==> config.mk <==
export PLATFORM = sky130hd
export DESIGN_NAME = font_dma_sequencer_flat
export DESIGN_NICKNAME = d
export VERILOG_FILES = /design/src/rtl/font_dma_sequencer_pkg.sv /design/src/rtl/font_dma_sequencer_if.sv /design/src/rtl/font_dma_sequencer.sv /design/src/flat_wrapper.sv
export SDC_FILE = /design/constraint.sdc
export NUM_CORES = 1
export LEC_CHECK = 0
export BUFFER_PORTS_ARGS = -buffer_cell sky130_fd_sc_hd__buf_4
export CAP_MARGIN = 20
export CORE_AREA = 5 5 80 82
export DETAILED_ROUTE_END_ITERATION = 10
export DIE_AREA = 0 0 85 87
export PLACE_DENSITY = 0.84
export SYNTH_ARGS = -nofsm -noshare
export SYNTH_HDL_FRONTEND = slang
export SYNTH_SLANG_ARGS = --single-unit
==> constraint.sdc <==
create_clock -name clk -period 5.35 [get_ports clk]
set_input_delay 0.535 -clock clk [delete_from_list [all_inputs] [get_ports clk]]
set_output_delay 0.535 -clock clk [all_outputs]
set_load 0.01 [all_outputs]
==> src/rtl/font_dma_sequencer_pkg.sv <==
// Shared types and helpers for the font DMA sequencer: FSM state encoding
// and glyph-address sizing functions.
package font_dma_sequencer_pkg;

  typedef enum logic [1:0] {
    ST_IDLE  = 2'd0,
    ST_TXT   = 2'd1,
    ST_GLYPH = 2'd2,
    ST_HOLD  = 2'd3
  } seq_state_e;

  localparam int DEF_NSPR       = 8;
  localparam int DEF_HEIGHT     = 8;
  localparam int DEF_CHARW      = 7;
  localparam int DEF_ADDRW      = 9;
  localparam int DEF_TXT_ADDRW  = 11;
  localparam int DEF_FONT_ADDRW = 10;

  // Glyphs are packed back to back in the font ROM, one line per address.
  function automatic int glyph_stride(input int height);
    return height;
  endfunction

  // Width of char_code * stride without overflow.
  function automatic int glyph_prod_width(input int charw, input int height);
    return charw + $clog2(height);
  endfunction

  function automatic int max_int(input int a, input int b);
    return (a > b) ? a : b;
  endfunction

endpackage

==> src/rtl/font_dma_sequencer_if.sv <==
// Bundle of the frame/line timing, text-buffer, font-ROM and sprite-grant
// signals between the sequencer (master) and the sprite bank / memories (slave).
interface font_dma_sequencer_if #(
  parameter int NSPR       = 8,
  parameter int CHARW      = 7,
  parameter int ADDRW      = 9,
  parameter int TXT_ADDRW  = 11,
  parameter int FONT_ADDRW = 10
);

  logic                    frame;
  logic                    line;
  logic [TXT_ADDRW-1:0]    row_base;
  logic [NSPR*ADDRW-1:0]   spr_pos;
  logic                    spr_start;
  logic [NSPR-1:0]         dma_avail;
  logic [TXT_ADDRW-1:0]    text_addr;
  logic [CHARW-1:0]        text_data;
  logic [FONT_ADDRW-1:0]   font_addr;
  logic                    busy;
  logic                    overrun;

  modport master (
    input  frame, line, row_base, spr_pos, text_data,
    output spr_start, dma_avail, text_addr, font_addr, busy, overrun
  );

  modport slave (
    output frame, line, row_base, spr_pos, text_data,
    input  spr_start, dma_avail, text_addr, font_addr, busy, overrun
  );

endinterface

==> src/rtl/font_dma_sequencer.sv <==
// Per-scan-line glyph fetch sequencer: walks NSPR sprites, looks up each char code,
// drives the font ROM address and grants each sprite a one-cycle DMA slot.
module font_dma_sequencer
  import font_dma_sequencer_pkg::*;
#(
  parameter int NSPR       = DEF_NSPR,
  parameter int HEIGHT     = DEF_HEIGHT,
  parameter int CHARW      = DEF_CHARW,
  parameter int ADDRW      = DEF_ADDRW,
  parameter int TXT_ADDRW  = DEF_TXT_ADDRW,
  parameter int FONT_ADDRW = DEF_FONT_ADDRW
) (
  input  logic                  clk,
  input  logic                  rst_n,
  font_dma_sequencer_if.master  bus
);

  localparam int IDXW         = (NSPR > 1) ? $clog2(NSPR) : 1;
  localparam int GLYPH_STRIDE = glyph_stride(HEIGHT);
  localparam int PRODW        = glyph_prod_width(CHARW, HEIGHT);
  localparam int SUMW         = max_int(PRODW, ADDRW) + 1;
  localparam int WIDEW        = max_int(SUMW, FONT_ADDRW);

  seq_state_e              state_q, state_d;
  logic [IDXW-1:0]         idx_q, idx_d;
  logic                    spr_start_q, spr_start_d;
  logic [NSPR-1:0]         dma_avail_q, dma_avail_d;
  logic [TXT_ADDRW-1:0]    text_addr_q, text_addr_d;
  logic [FONT_ADDRW-1:0]   font_addr_q, font_addr_d;
  logic                    busy_q, busy_d;
  logic                    overrun_q, overrun_d;
  logic                    pending_q, pending_d;

  logic [ADDRW-1:0]        pos_arr [NSPR];
  logic [ADDRW-1:0]        pos_sel;
  logic [WIDEW-1:0]        glyph_base;
  logic [WIDEW-1:0]        glyph_sum;
  logic                    grant_ok;
  logic [NSPR-1:0]         grant_vec;
  logic [TXT_ADDRW-1:0]    next_text_addr;
  logic                    last_slot;

  generate
    for (genvar gi = 0; gi < NSPR; gi++) begin : g_pos
      assign pos_arr[gi] = bus.spr_pos[gi*ADDRW +: ADDRW];
    end
  endgenerate

  assign pos_sel        = pos_arr[idx_q];
  // Constant stride: synthesis folds this into shifts/adds.
  assign glyph_base     = WIDEW'(bus.text_data) * WIDEW'(GLYPH_STRIDE);
  assign glyph_sum      = glyph_base + WIDEW'(pos_sel);
  assign grant_ok       = (32'(pos_sel) < 32'(HEIGHT));
  assign grant_vec      = NSPR'(1) << idx_q;
  assign last_slot      = (idx_q == IDXW'(NSPR - 1));
  assign next_text_addr = bus.row_base + TXT_ADDRW'(idx_q) + TXT_ADDRW'(1);

  always_comb begin
    state_d     = state_q;
    idx_d       = idx_q;
    spr_start_d = 1'b0;
    dma_avail_d = '0;
    text_addr_d = text_addr_q;
    font_addr_d = font_addr_q;
    overrun_d   = overrun_q;
    pending_d   = pending_q;

    if (bus.frame) begin
      state_d     = ST_IDLE;
      idx_d       = '0;
      spr_start_d = 1'b1;
      overrun_d   = 1'b0;
      pending_d   = bus.line;
      text_addr_d = bus.row_base;
    end else begin
      // The text RAM has one cycle of latency, so the address for slot i is
      // presented one cycle ahead of TXT and its char code is valid during TXT.
      unique case (state_q)
        ST_IDLE: begin
          idx_d       = '0;
          text_addr_d = bus.row_base;
          if (bus.line || pending_q) begin
            state_d   = ST_TXT;
            pending_d = 1'b0;
          end
        end
        ST_TXT: begin
          font_addr_d = glyph_sum[FONT_ADDRW-1:0];
          dma_avail_d = grant_ok ? grant_vec : '0;
          state_d     = ST_GLYPH;
        end
        ST_GLYPH: begin
          text_addr_d = last_slot ? bus.row_base : next_text_addr;
          state_d     = ST_HOLD;
        end
        ST_HOLD: begin
          if (last_slot) begin
            state_d = ST_IDLE;
            idx_d   = '0;
          end else begin
            state_d = ST_TXT;
            idx_d   = idx_q + IDXW'(1);
          end
        end
        default: state_d = ST_IDLE;
      endcase

      if (bus.line && (state_q != ST_IDLE)) begin
        overrun_d = 1'b1;
      end
    end

    busy_d = (state_d != ST_IDLE);
  end

  always_ff @(posedge clk or negedge rst_n) begin
    if (!rst_n) begin
      state_q     <= ST_IDLE;
      idx_q       <= '0;
      spr_start_q <= 1'b0;
      dma_avail_q <= '0;
      text_addr_q <= '0;
      font_addr_q <= '0;
      busy_q      <= 1'b0;
      overrun_q   <= 1'b0;
      pending_q   <= 1'b0;
    end else begin
      state_q     <= state_d;
      idx_q       <= idx_d;
      spr_start_q <= spr_start_d;
      dma_avail_q <= dma_avail_d;
      text_addr_q <= text_addr_d;
      font_addr_q <= font_addr_d;
      busy_q      <= busy_d;
      overrun_q   <= overrun_d;
      pending_q   <= pending_d;
    end
  end

  assign bus.spr_start = spr_start_q;
  assign bus.dma_avail = dma_avail_q;
  assign bus.text_addr = text_addr_q;
  assign bus.font_addr = font_addr_q;
  assign bus.busy      = busy_q;
  assign bus.overrun   = overrun_q;

endmodule

==> src/flat_wrapper.sv <==
// flat-port wrapper written by rule: the top's interface ports become plain ports
module font_dma_sequencer_flat import font_dma_sequencer_pkg::*;
#(
  parameter int NSPR       = DEF_NSPR,
  parameter int HEIGHT     = DEF_HEIGHT,
  parameter int CHARW      = DEF_CHARW,
  parameter int ADDRW      = DEF_ADDRW,
  parameter int TXT_ADDRW  = DEF_TXT_ADDRW,
  parameter int FONT_ADDRW = DEF_FONT_ADDRW
)
  (clk, rst_n, bus_frame, bus_line, bus_row_base, bus_spr_pos, bus_text_data, bus_spr_start, bus_dma_avail, bus_text_addr, bus_font_addr, bus_busy, bus_overrun);
  font_dma_sequencer_if #(.NSPR(NSPR), .CHARW(CHARW), .ADDRW(ADDRW), .TXT_ADDRW(TXT_ADDRW), .FONT_ADDRW(FONT_ADDRW)) bus_i ();
  input  logic clk;
  input  logic rst_n;
  input wire logic [$bits(bus_i.frame)-1:0] bus_frame;
  input wire logic [$bits(bus_i.line)-1:0] bus_line;
  input wire logic [$bits(bus_i.row_base)-1:0] bus_row_base;
  input wire logic [$bits(bus_i.spr_pos)-1:0] bus_spr_pos;
  input wire logic [$bits(bus_i.text_data)-1:0] bus_text_data;
  output wire logic [$bits(bus_i.spr_start)-1:0] bus_spr_start;
  output wire logic [$bits(bus_i.dma_avail)-1:0] bus_dma_avail;
  output wire logic [$bits(bus_i.text_addr)-1:0] bus_text_addr;
  output wire logic [$bits(bus_i.font_addr)-1:0] bus_font_addr;
  output wire logic [$bits(bus_i.busy)-1:0] bus_busy;
  output wire logic [$bits(bus_i.overrun)-1:0] bus_overrun;
  assign bus_i.frame = bus_frame;
  assign bus_i.line = bus_line;
  assign bus_i.row_base = bus_row_base;
  assign bus_i.spr_pos = bus_spr_pos;
  assign bus_i.text_data = bus_text_data;
  assign bus_spr_start = bus_i.spr_start;
  assign bus_dma_avail = bus_i.dma_avail;
  assign bus_text_addr = bus_i.text_addr;
  assign bus_font_addr = bus_i.font_addr;
  assign bus_busy = bus_i.busy;
  assign bus_overrun = bus_i.overrun;
  font_dma_sequencer #(.NSPR(NSPR), .HEIGHT(HEIGHT), .CHARW(CHARW), .ADDRW(ADDRW), .TXT_ADDRW(TXT_ADDRW), .FONT_ADDRW(FONT_ADDRW)) u_core (.clk(clk), .rst_n(rst_n), .bus(bus_i));
endmodule
==> results.py <==
metrics = {
    "outcome": {
        "status": "complete, no violations",
    },
    "critical_path": {
        "setup.worst_path.end_class": "flip-flop",
        "crit_type": "reg -> reg",
        "endpoint": "u_core.bus.font_addr[9]$_DFFE_PN0P_",
        "r2r-end": "u_core.bus.font_addr[9]$_DFFE_PN0P_",
        "crit_arrival_ns": 3.47,
        "cp_max_fo": 14,
        "r2r_cells": 12,
        "startpoint": "u_core.idx_q[1]$_DFFE_PN0P_",
        "reg2reg_slack_ns": 2.04,
        "cp.required_ns": 5.50,
        "reg2reg_from": "u_core.idx_q[1]$_DFFE_PN0P_",
        "start_kind": "flip-flop",
    },
    "floorplanning": {
        "num_io_pins": 126,
        "row_count": 28,
        "die_area_sq_mm": 0.00740,
        "dieWidth_microns": 85,
        "core-area_sq_mm": 0.00568,
        "die_h_microns": 87,
        "initial_utilization": 0.481,
    },
    "timing": {
        "worst_slew_pin_slew_ns": 1.02,
        "relSlewSlack": 0.321,
        "setup_viol": 0,
        "drv_slew": 0,
        "fmax_ghz": 0.302,
        "fin_crit_sh": 0.620,
        "hold_viol": 0,
        "fin_skew_ns": 0.0145,
        "setup_tns_ns": 0,
        "min_period_ns": 3.31,
        "rsz0062_at_grt": "false",
    },
    "yosys": {
        "async_reset_ff_frac": 1.00,
        "syn_inst": 283,
        "avgSynthCellArea_sq_um": 9.66,
        "synth-seq-area-share": 0.348,
        "synth_area_leaders": "dfrtp_1 (35%), mux4_2 (14%), ha_1 (8.7%)",
        "synth_edf_count": 0,
        "synth_top_area_frac": 0.348,
        "synthFlopType": "dfrtp_1",
        "synth_fp_nets": 398,
        "synthTopCellsByCount": "dfrtp_1 (38), nand2_1 (38), o21ai_0 (25)",
        "synth.ff_latch_count": 38,
        "synth_area_leader_cell": "dfrtp_1",
        "ys_types": 40,
        "syn_area_sq_mm": 0.00273,
        "ys_warn_count": 0,
    },
    "global_routing": {
        "overflow": 0,
        "antenna_found_initial": 0,
        "grt_pass1_wl_microns": 12200,
        "grt_start_max_net_pins": 39,
        "grtUsageTotal": 0.207,
        "grt_pass1_vias": 2683,
    },
    "flow_run": {
        "cap_viol_max_count": 0,
    },
    "drt": {
        "remaining_drc_errors": 0,
        "detail_route.iter0.violations": 148,
        "drtAntennaViolNets": 0,
        "wl_per_cell_microns": 16.0,
        "avgViaCountPerCell": 5.40,
        "dr_total_vias": 2590,
        "finalWirelength_microns": 7660,
        "first_pass_iters": 4,
    },
    "placed_design": {
        "gp_congestion": 0.892,
        "dpl.hpwl_microns": 6210,
        "io_buffers": 125,
    },
    "finish": {
        "areaGrowthSynthToFinish_pct": 40.8,
        "antenna_cells": 0,
        "nets": 519,
        "fillers": 459,
        "drive_gt1_frac": 0.390,
    },
    "power_and_ir_drop": {
        "total_power_mw": 1.17,
        "p_per_area_mw_per_mm2": 305,
        "peakVddDrop_mv": 0.198,
        "p_leak_nw": 1.82,
    },
    "cts": {
        "cts_sinks": 38,
        "cts_root_buffer": "clkbuf_8",
        "worstSkewPairLatency_ns": 0.29,
        "hold_buffers": 0,
        "cts_tree": "yes",
        "cts_buffer_depth": 2,
        "h-tree-depth": 2,
        "cts_resized": 0,
        "cts_post_setup_buffers_inserted": 0,
        "numCtsBuffers": 5,
        "clk_pin_slew_ns": 0.08,
    },
    "hold_path": {
        "min_path_type": "in -> async",
    },
}
[metrics by stage]
step / instance area, sq um / setup slack [ns] / hold WS, ns / utilization / instances
6_report: 3850 / 2.04 / 0.190 / 0.678 / 480
3_3_place_gp: 3710 / 2.15 / 0.467 / 0.654 / 472
3_5_place_dp: 3710 / 2.05 / 0.474 / 0.654 / 472
2_1_floorplan: 2730 / 2.38 / 0.239 / - / 283
5_1_grt: 3850 / 1.72 / 0.214 / 0.678 / 480
4_1_cts: 3850 / 2.01 / 0.202 / 0.678 / 480
[routing by layer]
| metal | wire length, microns | global-route usage | part of all wire |
|---|---|---|---|
| met1 | 2950 | 0.245 | 0.38 |
| met2 | 3980 | 0.363 | 0.52 |
| met3 | 519 | 0.0539 | 0.068 |
| met4 | 216 | 0.0748 | 0.028 |
| met5 | 0 | 0 | 0 |
[how the worst min path moves through the flow]
stage	slack, ns	cells past startpoint	endpoint	from
floorplan	0.24	0	u_core.bus.busy$_DFF_PN0_	rst_n
global placement	0.47	2	u_core.bus.text_addr[2]$_DFFE_PN0P_	u_core.bus.text_addr[2]$_DFFE_PN0P_
detailed placement	0.47	2	u_core.bus.text_addr[5]$_DFFE_PN0P_	u_core.bus.text_addr[5]$_DFFE_PN0P_
CTS	0.20	1	u_core.bus.busy$_DFF_PN0_	rst_n
global route	0.21	1	u_core.bus.text_addr[7]$_DFFE_PN0P_	rst_n
finish	0.19	1	u_core.bus.busy$_DFF_PN0_	rst_n
[flip-flops by register name, indices dropped and copies added (netlist names)]
name	flops
u_core.bus.text_addr	11
u_core.bus.font_addr	10
u_core.bus.dma_avail	8
u_core.idx_q	3
u_core.state_q	2
u_core.bus.busy	1
u_core.bus.overrun	1
u_core.bus.spr_start	1
u_core.pending_q	1
[kinds of logic after synthesis]
kind of cell	Yosys count	share of synthesized area
buf+inv	30	0.0472
mux	23	0.169
simple gates	106	0.181
xor+xnor	14	0.0449
flops	38	0.348
compound gates	51	0.108
fa+ha+maj	21	0.102
[cells in the final DEF (no fill, tap or decap), types with 2 or more instances in the layout]
| cell | count |
|---|---|
| nor2b_1 | 3 |
| xnor2_1 | 4 |
| or4_1 | 4 |
| and3_1 | 2 |
| o21ai_0 | 25 |
| mux2_2 | 2 |
| xor2_1 | 10 |
| or3_1 | 5 |
| bufinv_16 | 2 |
| inv_1 | 17 |
| a21oi_1 | 13 |
| mux4_2 | 17 |
| buf_4 | 126 |
| mux2i_1 | 3 |
| nor3b_1 | 2 |
| nand3_1 | 5 |
| ha_1 | 19 |
| nor3_1 | 17 |
| nor2_1 | 24 |
| clkbuf_8 | 5 |
| o311a_1 | 2 |
| a21o_1 | 2 |
| dfrtp_1 | 38 |
| nand2_1 | 38 |
| a211oi_1 | 4 |
| fa_1 | 2 |
[worst max-delay path: stages, from the launching register on]
cell	delay, ns
dfrtp_1	0.61
buf_4	0.34
mux4_2	0.55
nor2_1	0.10
nor2_1	0.06
ha_1	0.20
fa_1	0.41
a21o_1	0.18
a21oi_1	0.21
o21bai_1	0.09
a21oi_1	0.17
xor2_1	0.16
o21ai_0	0.08
[where the power goes]
group	total [mW]	internal (mW)	switching, mW	leakage [nW]
logic	0.466	0.239	0.227	1.27
clock network	0.290	0.187	0.104	0.0683
registers	0.418	0.363	0.0544	0.483
[final cells by class]
| cell class | instances | area [sq um] | area share |
|---|---|---|---|
| multi-input cells | 215 | 1650 | 0.429 |
| clock inverters | 3 | 68.8 | 0.0179 |
| well taps | 75 | 93.8 | 0.0244 |
| flip-flops and latches | 38 | 951 | 0.247 |
| repair buffers | 126 | 946 | 0.246 |
| clock buffers | 5 | 68.8 | 0.0179 |
| inverters | 18 | 67.6 | 0.0176 |
No activity file was read; power rests on OpenSTA's default activity.
